$ cat config.mk
export PLATFORM = sky130hd
export DESIGN_NAME = regfile_wb_arbiter
export DESIGN_NICKNAME = d
export VERILOG_FILES = /design/src/rtl/regfile_wb_arbiter_pkg.sv /design/src/rtl/wb_scoreboard.sv /design/src/rtl/regfile_wb_arbiter.sv
export SDC_FILE = /design/constraint.sdc
export NUM_CORES = 1
export LEC_CHECK = 0
export CORE_MARGIN = 3
export CORE_UTILIZATION = 44
export DETAILED_ROUTE_END_ITERATION = 12
export GPL_ROUTABILITY_DRIVEN = 0
export PLACE_DENSITY = 0.8
export SLEW_MARGIN = 40
export SYNTH_ARGS = -nofsm -noshare
export SYNTH_HDL_FRONTEND = slang
export SYNTH_SLANG_ARGS = --single-unit
export TNS_END_PERCENT = 5
$ cat constraint.sdc
create_clock -name clock -period 2 [get_ports clock]
set_input_delay 0.2 -clock clock [delete_from_list [all_inputs] [get_ports clock]]
set_output_delay 0.2 -clock clock [all_outputs]
set_load 0.005 [all_outputs]
$ cat src/rtl/regfile_wb_arbiter_pkg.sv
// Shared constants and grant encoding for the register-file writeback arbiter.
// Both requesters share one regfile write port through this arbiter.
package regfile_wb_arbiter_pkg;

   localparam int DATA_WIDTH = 32;
   localparam int REG_ADDR_W = 5;
   localparam int NUM_REGS   = 32;

   typedef enum logic [1:0] {
      GNT_NONE = 2'd0,
      GNT_P    = 2'd1,
      GNT_M    = 2'd2
   } gnt_e;

endpackage

$ cat src/rtl/wb_scoreboard.sv
// Busy scoreboard for registers awaiting a multdiv result.
// Provides the decode stall, the P-side WAW lookup and the sticky double-issue error.
module wb_scoreboard
   import regfile_wb_arbiter_pkg::*;
#(
   parameter int REG_ADDR_W = regfile_wb_arbiter_pkg::REG_ADDR_W
)(
   input  logic                  clock,
   input  logic                  ctrl_reset_n,
   input  logic                  set_en,
   input  logic [REG_ADDR_W-1:0] set_reg,
   input  logic                  clr_en,
   input  logic [REG_ADDR_W-1:0] clr_reg,
   input  logic [REG_ADDR_W-1:0] chk_a,
   input  logic [REG_ADDR_W-1:0] chk_b,
   input  logic [REG_ADDR_W-1:0] look_reg,
   output logic                  look_busy,
   output logic                  stall,
   output logic                  sb_err
);

   localparam int SB_REGS = 2 ** REG_ADDR_W;

   logic [SB_REGS-1:0] busy;
   logic [SB_REGS-1:0] busy_nxt;
   logic               set_live;
   logic               dbl_issue;

   assign set_live  = set_en && (set_reg != '0);
   assign dbl_issue = set_live && busy[set_reg];

   // Clear first, then set, so a same-cycle issue to the completing register keeps it busy.
   always_comb begin
      busy_nxt = busy;
      if (clr_en) begin
         busy_nxt[clr_reg] = 1'b0;
      end
      if (set_live) begin
         busy_nxt[set_reg] = 1'b1;
      end
      busy_nxt[0] = 1'b0;
   end

   always_ff @(posedge clock or negedge ctrl_reset_n) begin
      if (!ctrl_reset_n) begin
         busy   <= '0;
         sb_err <= 1'b0;
      end else begin
         busy <= busy_nxt;
         if (dbl_issue) begin
            sb_err <= 1'b1;
         end
      end
   end

   // Lookups use registered state only; a completion this cycle releases stall next cycle.
   assign look_busy = busy[look_reg];
   assign stall     = ((chk_a != '0) && busy[chk_a]) ||
                      ((chk_b != '0) && busy[chk_b]);

endmodule

$ cat src/rtl/regfile_wb_arbiter.sv
// Arbitrates the single regfile write port between pipeline writeback (P) and multdiv (M).
// M has priority; P is forced ahead after STARVE_LIMIT consecutive blocked cycles.
module regfile_wb_arbiter
   import regfile_wb_arbiter_pkg::*;
#(
   parameter int DATA_WIDTH   = regfile_wb_arbiter_pkg::DATA_WIDTH,
   parameter int REG_ADDR_W   = regfile_wb_arbiter_pkg::REG_ADDR_W,
   parameter int STARVE_LIMIT = 4
)(
   input  logic                  clock,
   input  logic                  ctrl_reset_n,
   input  logic                  p_valid,
   input  logic [REG_ADDR_W-1:0] p_reg,
   input  logic [DATA_WIDTH-1:0] p_data,
   output logic                  p_ready,
   input  logic                  m_valid,
   input  logic [REG_ADDR_W-1:0] m_reg,
   input  logic [DATA_WIDTH-1:0] m_data,
   output logic                  m_ready,
   input  logic                  md_issue,
   input  logic [REG_ADDR_W-1:0] md_issue_reg,
   input  logic [REG_ADDR_W-1:0] chk_regA,
   input  logic [REG_ADDR_W-1:0] chk_regB,
   output logic                  stall,
   output logic                  sb_err,
   output logic                  ctrl_writeEnable,
   output logic [REG_ADDR_W-1:0] ctrl_writeReg,
   output logic [DATA_WIDTH-1:0] data_writeReg
);

   localparam int CNT_W = $clog2(STARVE_LIMIT + 1);
   localparam logic [CNT_W-1:0] CNT_MAX = CNT_W'(STARVE_LIMIT);

   gnt_e              gnt;
   logic              p_busy;
   logic              p_elig;
   logic              m_elig;
   logic [CNT_W-1:0]  starve_cnt;
   logic [CNT_W-1:0]  starve_nxt;
   logic [REG_ADDR_W-1:0] sel_reg;
   logic [DATA_WIDTH-1:0] sel_data;

   wb_scoreboard #(
      .REG_ADDR_W (REG_ADDR_W)
   ) u_sb (
      .clock        (clock),
      .ctrl_reset_n (ctrl_reset_n),
      .set_en       (md_issue),
      .set_reg      (md_issue_reg),
      .clr_en       (m_ready),
      .clr_reg      (m_reg),
      .chk_a        (chk_regA),
      .chk_b        (chk_regB),
      .look_reg     (p_reg),
      .look_busy    (p_busy),
      .stall        (stall),
      .sb_err       (sb_err)
   );

   // P may not overwrite a register still waiting on its multdiv result.
   assign p_elig = p_valid && !p_busy;
   assign m_elig = m_valid;

   always_comb begin
      gnt = GNT_NONE;
      if (p_elig && m_elig) begin
         gnt = (starve_cnt == CNT_MAX) ? GNT_P : GNT_M;
      end else if (m_elig) begin
         gnt = GNT_M;
      end else if (p_elig) begin
         gnt = GNT_P;
      end
   end

   assign p_ready = (gnt == GNT_P);
   assign m_ready = (gnt == GNT_M);

   always_comb begin
      starve_nxt = '0;
      if (p_elig && (gnt != GNT_P)) begin
         starve_nxt = (starve_cnt == CNT_MAX) ? CNT_MAX : starve_cnt + CNT_W'(1);
      end
   end

   always_comb begin
      sel_reg  = ctrl_writeReg;
      sel_data = data_writeReg;
      if (gnt == GNT_P) begin
         sel_reg  = p_reg;
         sel_data = p_data;
      end else if (gnt == GNT_M) begin
         sel_reg  = m_reg;
         sel_data = m_data;
      end
   end

   always_ff @(posedge clock or negedge ctrl_reset_n) begin
      if (!ctrl_reset_n) begin
         starve_cnt <= '0;
      end else begin
         starve_cnt <= starve_nxt;
      end
   end

   // Output stage: registered regfile write, one cycle after the transfer edge.
   // Writes to register 0 are accepted upstream but never enabled.
   always_ff @(posedge clock or negedge ctrl_reset_n) begin
      if (!ctrl_reset_n) begin
         ctrl_writeEnable <= 1'b0;
         ctrl_writeReg    <= '0;
         data_writeReg    <= '0;
      end else begin
         ctrl_writeEnable <= (gnt != GNT_NONE) && (sel_reg != '0);
         ctrl_writeReg    <= sel_reg;
         data_writeReg    <= sel_data;
      end
   end

endmodule

# Word-level counts from Yosys, hierarchy flattened
# Cells that the tools add are included.
# word_totals
inputBits,94
elab_cells,63
out_inout_bits,42
reg_bits,73
# classes
muxes,24
addsub,1
bitwise,3
n_reduce_logical,18
n_eq_ne,4
magnitude_cmp,7
# ops
cell,count
$mux W32,4
$and A32 B32 Y32,1
$not A32 Y32,1
$or A32 B32 Y32,1
$lt A5 B6 Y1 const B,5
$bmux W1 S5,4
$reduce_bool A5 Y1,4
$demux W1 S5,2
$ge A5 B1 Y1 const B,2
$logic_and A1 B1 Y1,10
$mux W5,2
$mux W1,7
$mux W2,3
$mux W3,2
$reduce_bool A2 Y1,2
$add A3 B1 Y3 const B,1
$eq A3 B3 Y1 const B,1
$eq A2 B1 Y1 const B,1
$eq A2 B2 Y1 const B,1
$ne A2 B1 Y1 const B,1
$logic_not A1 Y1,1
$logic_or A1 B1 Y1,1

# Longest topological paths before layout
# Gate-level depths: netlist of the first run.
# logic_depth
ltp_word,12
mapped_depth,10

# Hierarchy
# From an unflattened synthesis of the first run, not the netlist that was laid out.
# unflattened
cells_unflattened,451
hier_area_um2,4379.2
# modules_own_cells
module,cells_per_inst,seq_area_each_um2,n_inst,area_per_inst_um2
wb_scoreboard,221,800.8,1,2356.0
regfile_wb_arbiter,230,1026.0,1,2023.2

# Worst setup path after synthesis of the first run
# Ideal clock, no wire load.
# synth_path
path_type,input-to-reg
start,input port p_reg[0]
end,register ctrl_writeReg[0]
t_required_ps,1874
arrival_ps,1949
stages,10
setup_time_ps,126
setup_slack_ps,-75
cell_sequence,buf_6 > buf_12 > mux2i_1 > a22o_1 > o211ai_2 > o311ai_4 > and2_1 > buf_6 > buf_6 > a221o_1
# synth_between
word_cells_on_any_way,12
classes_between,eq/ne: 2; mux: 7; reduce/logical: 3
# synth_rtl
element,line,source
start: declaration,regfile_wb_arbiter.sv:13,"input logic [REG_ADDR_W-1:0] p_reg,"
$bmux W1 S5 *,wb_scoreboard.sv:57,assign look_busy = busy[look_reg];
$mux W1 (implied by the code) *,wb_scoreboard.sv:57,
$logic_not A1 Y1 *,regfile_wb_arbiter.sv:61,assign p_elig = p_valid && !p_busy;
$logic_and A1 B1 Y1 *,regfile_wb_arbiter.sv:61,
$mux W1,regfile_wb_arbiter.sv:70,end else if (p_elig) begin
$mux W2,regfile_wb_arbiter.sv:68,end else if (m_elig) begin
$mux W2 *,regfile_wb_arbiter.sv:66,if (p_elig && m_elig) begin
$eq A2 B1 Y1 *,--,
net p_ready,regfile_wb_arbiter.sv:15,"output logic p_ready,"
$mux W5 *,regfile_wb_arbiter.sv:88,if (gnt == GNT_P) begin
net sel_reg[0],regfile_wb_arbiter.sv:40,logic [REG_ADDR_W-1:0] sel_reg;
end signal: assignment,regfile_wb_arbiter.sv:114,ctrl_writeReg <= sel_reg;
end: declaration,regfile_wb_arbiter.sv:27,"output logic [REG_ADDR_W-1:0] ctrl_writeReg,"
# The timed path passes the listed nets; every way through them passes the cells marked *. The select of a mux whose other input is x is not followed.
# A chain may end at the register's enable or synchronous reset.

# Worst setup path in the final report of the first run
# layout_path
start,register u_sb.busy[26]
end,output port stall
# layout_between
elab_chain_cells,4
word_cells_on_any_way,7
classes_between,mux: 4; reduce/logical: 3
# layout_rtl
element,line,source
start: declaration,wb_scoreboard.sv:24,logic [SB_REGS-1:0] busy;
start signal: assignment,wb_scoreboard.sv:49,busy <= busy_nxt;
"$bmux W1 S5, on equally long branches","wb_scoreboard.sv:58, wb_scoreboard.sv:59",
"$mux W1, on equally long branches","wb_scoreboard.sv:58, wb_scoreboard.sv:59",
"$logic_and A1 B1 Y1, on equally long branches","wb_scoreboard.sv:58, wb_scoreboard.sv:59",
$logic_or A1 B1 Y1 *,wb_scoreboard.sv:58,assign stall = ((chk_a != '0) && busy[chk_a]) ||
end: declaration,regfile_wb_arbiter.sv:24,"output logic stall,"
# Mark *: on every way between the ends. The rest lies on a longest branch, timed or not. The select of a mux whose other input is x is not followed.

==> results summary, run 1 <==
The first-iteration detailed-routing DRC count is between 500 and 600. The signal on the critical path passes through buf_6 -> mux4_2 -> mux4_2 -> mux2i_1 -> nand2_1 -> buf_2. Along the worst path, the maximum fanout reaches 3. The sum of buffers and inverters on the critical path came out at 2. The final reports fail on setup timing. The post-route core utilization is 0.705. The via count of the first global-routing pass came out at 4924. The number of antenna violations at the first check in global routing came out at 0. Yosys instantiated no cell more often than a21oi_1. The post-synthesis area per instance is 10.1 sq um. The most used flip-flop cell after synthesis is dfrtp_1. The cell count after synthesis is 460. The global-route wire length before repair is 26.0 mm.

The total internal power is 3.55 mW. The net switching power of the design came out at about 1.7 mW. The critical path in this run is classified as reg -> out.

Buffers placed on the I/O ports in this run total 135. After synthesis the netlist holds a flip-flop and latch count of 73. Across the run, the number of max-cap violations was 0. The total power density per cell area is 742 mW/mm^2. The detail-routed via count per cell came out at 6.38. The count of antenna diodes in the layout is 0. The clock share of power is 0.229. The post-synthesis cell type count came out at 45. The aggregate routed wire length came out at 17.4 mm. The share of the clock period used by the worst path came out at 1.20. The library cell used as clock root buffer is clkbuf_8. The total area of multi-input combinational cells came out at between 0.002 and 0.003 sq mm. Setup repair after global routing could not meet its margin everywhere.

The worst path required time came out at 1.80 ns. TritonCTS built the clock tree. The pin count of the biggest net entering global routing is 74. The cell with the biggest individual delay on the critical path is mux4_2. Counting along the longest clock path gives a buffer depth of 2.

When the netlist entered floorplanning its net count stood at roughly 560. The number of clock sinks seen by CTS is 73. The layout cell share with drive strength beyond 1 came out at 0.250. Of all flip-flops after synthesis, the portion carrying an async set or reset was 1.00. The peak per-stage delay on the critical path is 0.46 ns. The final count of hold timing violations came to 0.

The starting density of the core is 0.463. The fraction of power spent switching nets came out at 0.325. The floorplan step defined a die boundary enclosing 0.0118 sq mm. The count of non-filler cells in the finished layout is between 700 and 800.

The total number of nets in the final design is 747. STA classifies the critical path startpoint as a flop. In this run the core area contains 36 standard-cell rows.

The area share of the largest cell type after synthesis is 0.393. The combined flip-flop and latch cell area came out at 0.00183 sq mm. The final routed DRC violation total came out at 0. The top-level I/O count is about 140. The setup TNS after final layout came out at -8.74 ns. CTS built an H-tree with a depth of 3. The final worst slack came out at -0.390 ns. The first detailed-routing pass took 5 iterations. The count of flip-flops with a built-in enable after synthesis came out at 0. Across every metal layer, demand over resource in global routing totals 0.285. The floorplan die height came out at 109 um.

The final-report max-slew violation count came out at 0. The cell type contributing the most total cell area after synthesis is dfrtp_1. The worst vdd rail ir drop came out at 315 uV. The later pin in the worst-skew pair is clocked with a latency of 0.36 ns. The total leakage power came out at ~3.0 nW. The total power is around 5.3 mW. Detailed placement ended at an HPWL of between 10 and 15 mm.

Setup violations remaining at the end of the flow were counted as 41. The timing-limited maximum frequency is 418 MHz. The clock-pin slew on the worst setup and hold paths is ~0.080 ns. Sorting the synthesized cells by how often they occur yields a21oi_1, dfrtp_1, nand2_1, a221o_1, a211oi_1. The routed length per placed instance is 22.0 um. The detail route stage leaves a number of antenna-violating nets equal to 0. In this run the standard cell core region covers 0.0100 sq mm. The actual transition at the worst max-transition pin is approximately 0.65 ns. By area the synthesized netlist is led by dfrtp_1, mux4_2, a21oi_1.

The kind of cell with the highest combined delay along the critical path is multiplexers. For this run, the number of Yosys warnings is 0. For the final database, setup skew stands at around 0.01 ns.

Compared with the post-synthesis result, the final layout area differs by 52.1%. In this run the horizontal extent of the chip is between 100 and 150 um. The min-delay analysis places its worst path in the category in -> async. In this run the tightest slew margin relative to its limit is 0.569. The number of placed instances, taps included is 759. The synthesized area came out at about 0.0047 sq mm. The worst-case setup slack after placement is -0.742 ns.

Buffers inserted during clock tree synthesis total 9. The worst setup path is captured at an output pin. The routed via count came out at 5033.

The most common cell type on the critical path is mux4_2. The fraction of power consumed by combinational cells is 0.383. The run finished, with violations left. Counting the fill cells in the layout gives 703. The global route total overflow came out at 0.

The part of the power in registers is 0.388. The clock period minus worst slack is 2.39 ns. The arrival time of the worst setup path is ~2.2 ns. The portion of the post-synthesis area used by sequential elements came out at 0.393.
per-stage QoR:
stage | area, sq um | hold slack, ns
after floorplan | 4660 | -0.0956
after global placement | 6610 | 0.261
after detailed placement | 6610 | 0.264
after CTS | 7000 | 0.417
after global routing | 7080 | 0.427
final | 7080 | 0.376
final timing paths:
kind                                endpoint          start  slack [ns]  cells after the start
max                                    stall  u_sb.busy[26]       -0.39                      6
min                              u_sb.sb_err   ctrl_reset_n        0.38                      3
max reg2reg                data_writeReg[31]  u_sb.busy[30]       -0.27                      9
min reg2reg                      u_sb.sb_err    u_sb.sb_err        0.48                      1
max in group asynchronous  data_writeReg[17]   ctrl_reset_n        1.28                      3
min in group clock          data_writeReg[5]      p_data[5]        0.46                      2
repair_timing:
item                       in CTS  in global routing
resized for setup              32                  8
setup buffers                   8                  0
gates cloned                    3                  2
setup endpoints to repair      72                 72
hold endpoints to repair       73                  0
pin swaps                      15                  7
hold buffers                    1                  0
metal layers:
layer  global-route usage  wire length, um
met1                0.372             6760
met4                0.121              605
met3               0.0829             1780
met2                0.444             8250
met5                    0                0
registers in the layout, indices dropped and copies added (netlist names):
register / cells
ctrl_writeEnable: 1
ctrl_writeReg: 5
data_writeReg: 32
starve_cnt: 3
u_sb.busy: 31
u_sb.sb_err: 1
cells in the final DEF (no fill, tap or decap), drive strengths merged, types with 2 or more instances in the layout:
cell type	instances
and2	2
buf	91
clkbuf	13
a22o	3
inv	4
clkdlybuf4s50	126
a21boi	2
a22oi	8
nor3b	3
nor2	12
a211oi	31
mux2	3
mux4	25
nand3b	3
bufbuf	3
mux2i	18
nand2	51
nor2b	3
a221o	36
o21ai	4
clkinv	2
dfrtp	73
ha	2
a21oi	98
nand3	3
a21o	2
and3	4
nor3	2
nand2b	2
dlygate4sd2	5
or3b	2
and3b	2
clkinvlp	2
power by group through the flow:
| stage | clock (mW) | sequential (mW) | combinational, mW |
|---|---|---|---|
| floorplan | 0 | 1.95 | 0.864 |
| global placement | 0 | 2.00 | 1.80 |
| detailed placement | 0 | 2.03 | 1.85 |
| CTS | 1.21 | 2.00 | 1.96 |
| global route | 1.28 | 2.05 | 2.14 |
| finish | 1.21 | 2.04 | 2.01 |
logic make-up after synthesis:
kind of cell    after synthesis  share of synthesized area
compound gates              191                      0.281
xor+xnor                      1                    0.00188
fa+ha+maj                     2                    0.00538
buf+inv                      53                     0.0559
flops                        73                      0.393
mux                          46                      0.167
simple gates                 94                     0.0963
area by class of cell:
type	count	share of cell area
tap	133	0.0235
multi-input combinational	334	0.369
timing repair buffer	229	0.318
inverter	4	0.00212
sequential	73	0.259
clock inverter	5	0.00778
clock buffer	11	0.0200
tightest hold or removal path: stages:
cell	delay, ns
dlygate4sd3_1	0.52
buf_2	0.12
buf_12	0.32
(Power assumes the default switching activity.)
==> run 2: changes to the inputs <==
CORE_UTILIZATION = 48   (was 44)
PLACE_DENSITY = 0.83   (was 0.8)
clock period = 2.6 ns   (was 2 ns; I/O delays follow)
==> run 2 against run 1 <==
Effect of this change:
- the run now ends clean
- setup slack better by 0.39 ns
- non-clock buffer count down 55
- utilization up 0.45 points
- die area down 7.9%
==> results summary, run 2 (synthesized netlist as in run 1, its figures left out) <==
The register with the highest flop count is data_writeReg. The global-route wire length before repair came out at 24.8 mm. Across every metal layer, demand over resource in global routing totals 0.285.

Once detail routing completed, the nets flagged for antenna violations numbered 0. Entering global routing, the biggest net connects 74 pins. Measured in cells, the most critical reg-to-reg path has a length of 9. Summing internal, switching and leakage power gives 3.74 mW.

The setup path with the least slack is of type reg -> out. The largest registers in the layout are data_writeReg (32), u_sb.busy (31), ctrl_writeReg (5). The total leakage power came out at 2.68 nW. The share of total power dissipated in combinational logic is 0.340. The startpoint identified for the worst register-to-register timing path is u_sb.busy[22]. The final clock skew is 0.0130 ns. The clock insertion delay at the later pin of the skew report is 0.37 ns.

Leaving out fill and tap cells, the most frequent cells in the layout are clkdlybuf4s50_1, a21oi_1, dfrtp_1. For the finished layout, the period the worst path requires is ~2.6 ns. The worst-case setup slack after placement came out at -0.365 ns. Setup slack on the critical path of the routed design comes to roughly 0.0014 ns. The via count of the first global-routing pass came to ~4.6k.

The critical path ends at p_ready. The total internal power came out at roughly 2.5 mW. The setup slack of the most critical reg-to-reg path came out at 0.15 ns. The global route total overflow is 0. TritonCTS built the clock tree. Summing all placed instances gives a cell area of ~0.0062 sq mm. The die footprint is around 0.011 sq mm. The number of antenna violations at the first check in global routing is 0. The worst hold path belongs to the class in -> reg. The share of the clock period used by the worst path came out at 0.999.

Leaving out fill and tap cells, the most frequent cell in the layout is clkdlybuf4s50_1. The actual transition at the worst max-transition pin came out at 0.766 ns. STA classifies the critical path startpoint as a flop. The number of levels in the clock H-tree came out at 3. Counting the buffers created by CTS gives 9. The detail-routed via count per cell came out at 6.45.

The final routed DRC violation total is 0. The number of clock sinks seen by CTS came out at 73. The fraction of power spent switching nets came out at 0.345.

The critical path starts at u_sb.busy[22]. The summed area of non-filler cells in the final layout came out at between 0.006 and 0.007 sq mm. The final setup violation count is 0. The share of total power dissipated in the clock network is 0.233. In this run the deepest clock path goes through 2 buffers. The arrival time of the worst setup path is 2.34 ns. Measured along the x axis, the die boundary spans 104 um. The iteration count of the initial detailed-routing pass is 5. The count of non-filler cells in the finished layout is 730. After clock tree synthesis, the clock-pin slew on the worst setup and hold paths is 0.09 ns.

The layout cell share with drive strength beyond 1 came out at 0.191. The detailed-placement wirelength estimate came out at 10.9 mm. The reg-to-reg endpoint is data_writeReg[25]. CTS placed an instance of clkbuf_8 at the clock tree root. The row count came out at 35. The area growth from synthesis to layout is 42.2%. The top-level I/O count came out at 136. The worst vdd rail ir drop is 268 uV. The post-route core utilization came out at 0.709. After the last flow step, the layout net total stands at 692. The count of antenna diodes in the layout came out at 0.

Along the worst path, the maximum fanout reaches 5. The register with the most flip-flops in the layout has 32 of them. The number of input and output port buffers inserted is 135. The final count of hold timing violations is 0. The total power density per cell area came out at 566 mW/mm^2. The net switching power of the design came out at 1.29 mW. The timing-limited maximum frequency came out at ~380 MHz.

The floorplan die height is between 100 and 150 um. The final-report max-slew violation count is 0. The routed via count came out at 4712. Headroom to the max-slew limit came out at 0.489. The final layout contains routed wiring with a total length of 15.8 mm.

Data on the critical path is required at its endpoint by 2.34 ns. The number of inserted filler cells in the final layout is just under 700. The first-iteration detailed-routing DRC count is a little under 500. Setup repair after global routing could not meet its margin everywhere. The flow ran to the end, and the final reports show no timing, DRC or antenna violations. The routed length per placed instance is around 22 um. The part of the power in registers came out at 0.427. Max-cap violations in this run came to 0. The number of placed instances, taps included came out at 703. The endpoint kind of the worst setup timing path is an output pin.

The area of the core is around 0.0093 sq mm. The starting density of the core came out at 0.499.
==> run 2: changes by cell type in the layout (fill, tap and decap cells not counted), moves of 2 or more <==
cell       before  now
mux2i_1        17   14
dfrtp_2         6    9
dfrtp_1        67   64
clkinv_2        2    0
clkbuf_16       2    0
buf_2           3    1
inv_6           0    3
mux2i_2         1    4
buf_6           5    1
buf_4          76   28
==> run 2: how the worst min path moves through the flow <==
stage                             from                end  slack, ns  depth (start not counted)
after detailed placement  ctrl_reset_n  data_writeReg[30]       0.32                          2
final                         p_reg[2]   ctrl_writeReg[2]       0.42                          2
after floorplan           ctrl_reset_n   ctrl_writeEnable      -0.04                          0
after CTS                     p_reg[2]   ctrl_writeReg[2]       0.40                          2
after global placement    ctrl_reset_n  data_writeReg[30]       0.32                          2
after global routing          p_reg[2]   ctrl_writeReg[2]       0.45                          2
==> run 2: final cells by class <==
type / instances / area, sq um / area share
Clock inverter: 7 / 61.3 / 0.00927
Timing Repair Buffer: 174 / 1790 / 0.271
Sequential cell: 73 / 1840 / 0.278
Clock buffer: 9 / 124 / 0.0187
Tap cell: 129 / 161 / 0.0244
Multi-Input combinational cell: 334 / 2620 / 0.397
Inverter: 4 / 15.0 / 0.00227
==> run 2: what timing repair did <==
item	in CTS	in global routing
hold endpoints to repair	73	0
gates cloned	3	0
resized for setup	23	11
pin swaps	2	2
buffers inserted	3	4
hold buffers	1	0
endpoints found under the setup margin	3	3
==> run 2: worst max-delay path: stages (launching register included) <==
cell             delay (ns)
dfrtp_2                0.47
mux2i_2                0.19
a22oi_2                0.12
a211o_1                0.35
o311ai_4               0.12
and2_4                 0.22
clkdlybuf4s50_1        0.50
==> run 2: per-stage QoR <==
step / hold slack [ns] / setup TNS (ns)
floorplan: -0.0356 / 0
global placement: 0.315 / -10.01
detailed placement: 0.323 / -15.29
CTS: 0.402 / -0.0601
global route: 0.454 / -0.0652
finish: 0.417 / 0
==> run 2: power by group through the flow <==
stage | Clock (mW) | Sequential (mW) | Combinational [mW]
2_1_floorplan | 0 | 1.50 | 0.663
3_3_place_gp | 0 | 1.57 | 1.15
3_5_place_dp | 0 | 1.59 | 1.19
4_1_cts | 0.878 | 1.57 | 1.23
5_1_grt | 0.918 | 1.62 | 1.36
6_report | 0.871 | 1.60 | 1.27
==> run 2: per-layer routing <==
layer	up-vias	wire length (um)	global-route usage
met5	-	0	0
met4	0	474	0.107
met3	49	1430	0.0615
met2	292	7750	0.456
met1	2311	6170	0.379
li1	2060	-	-
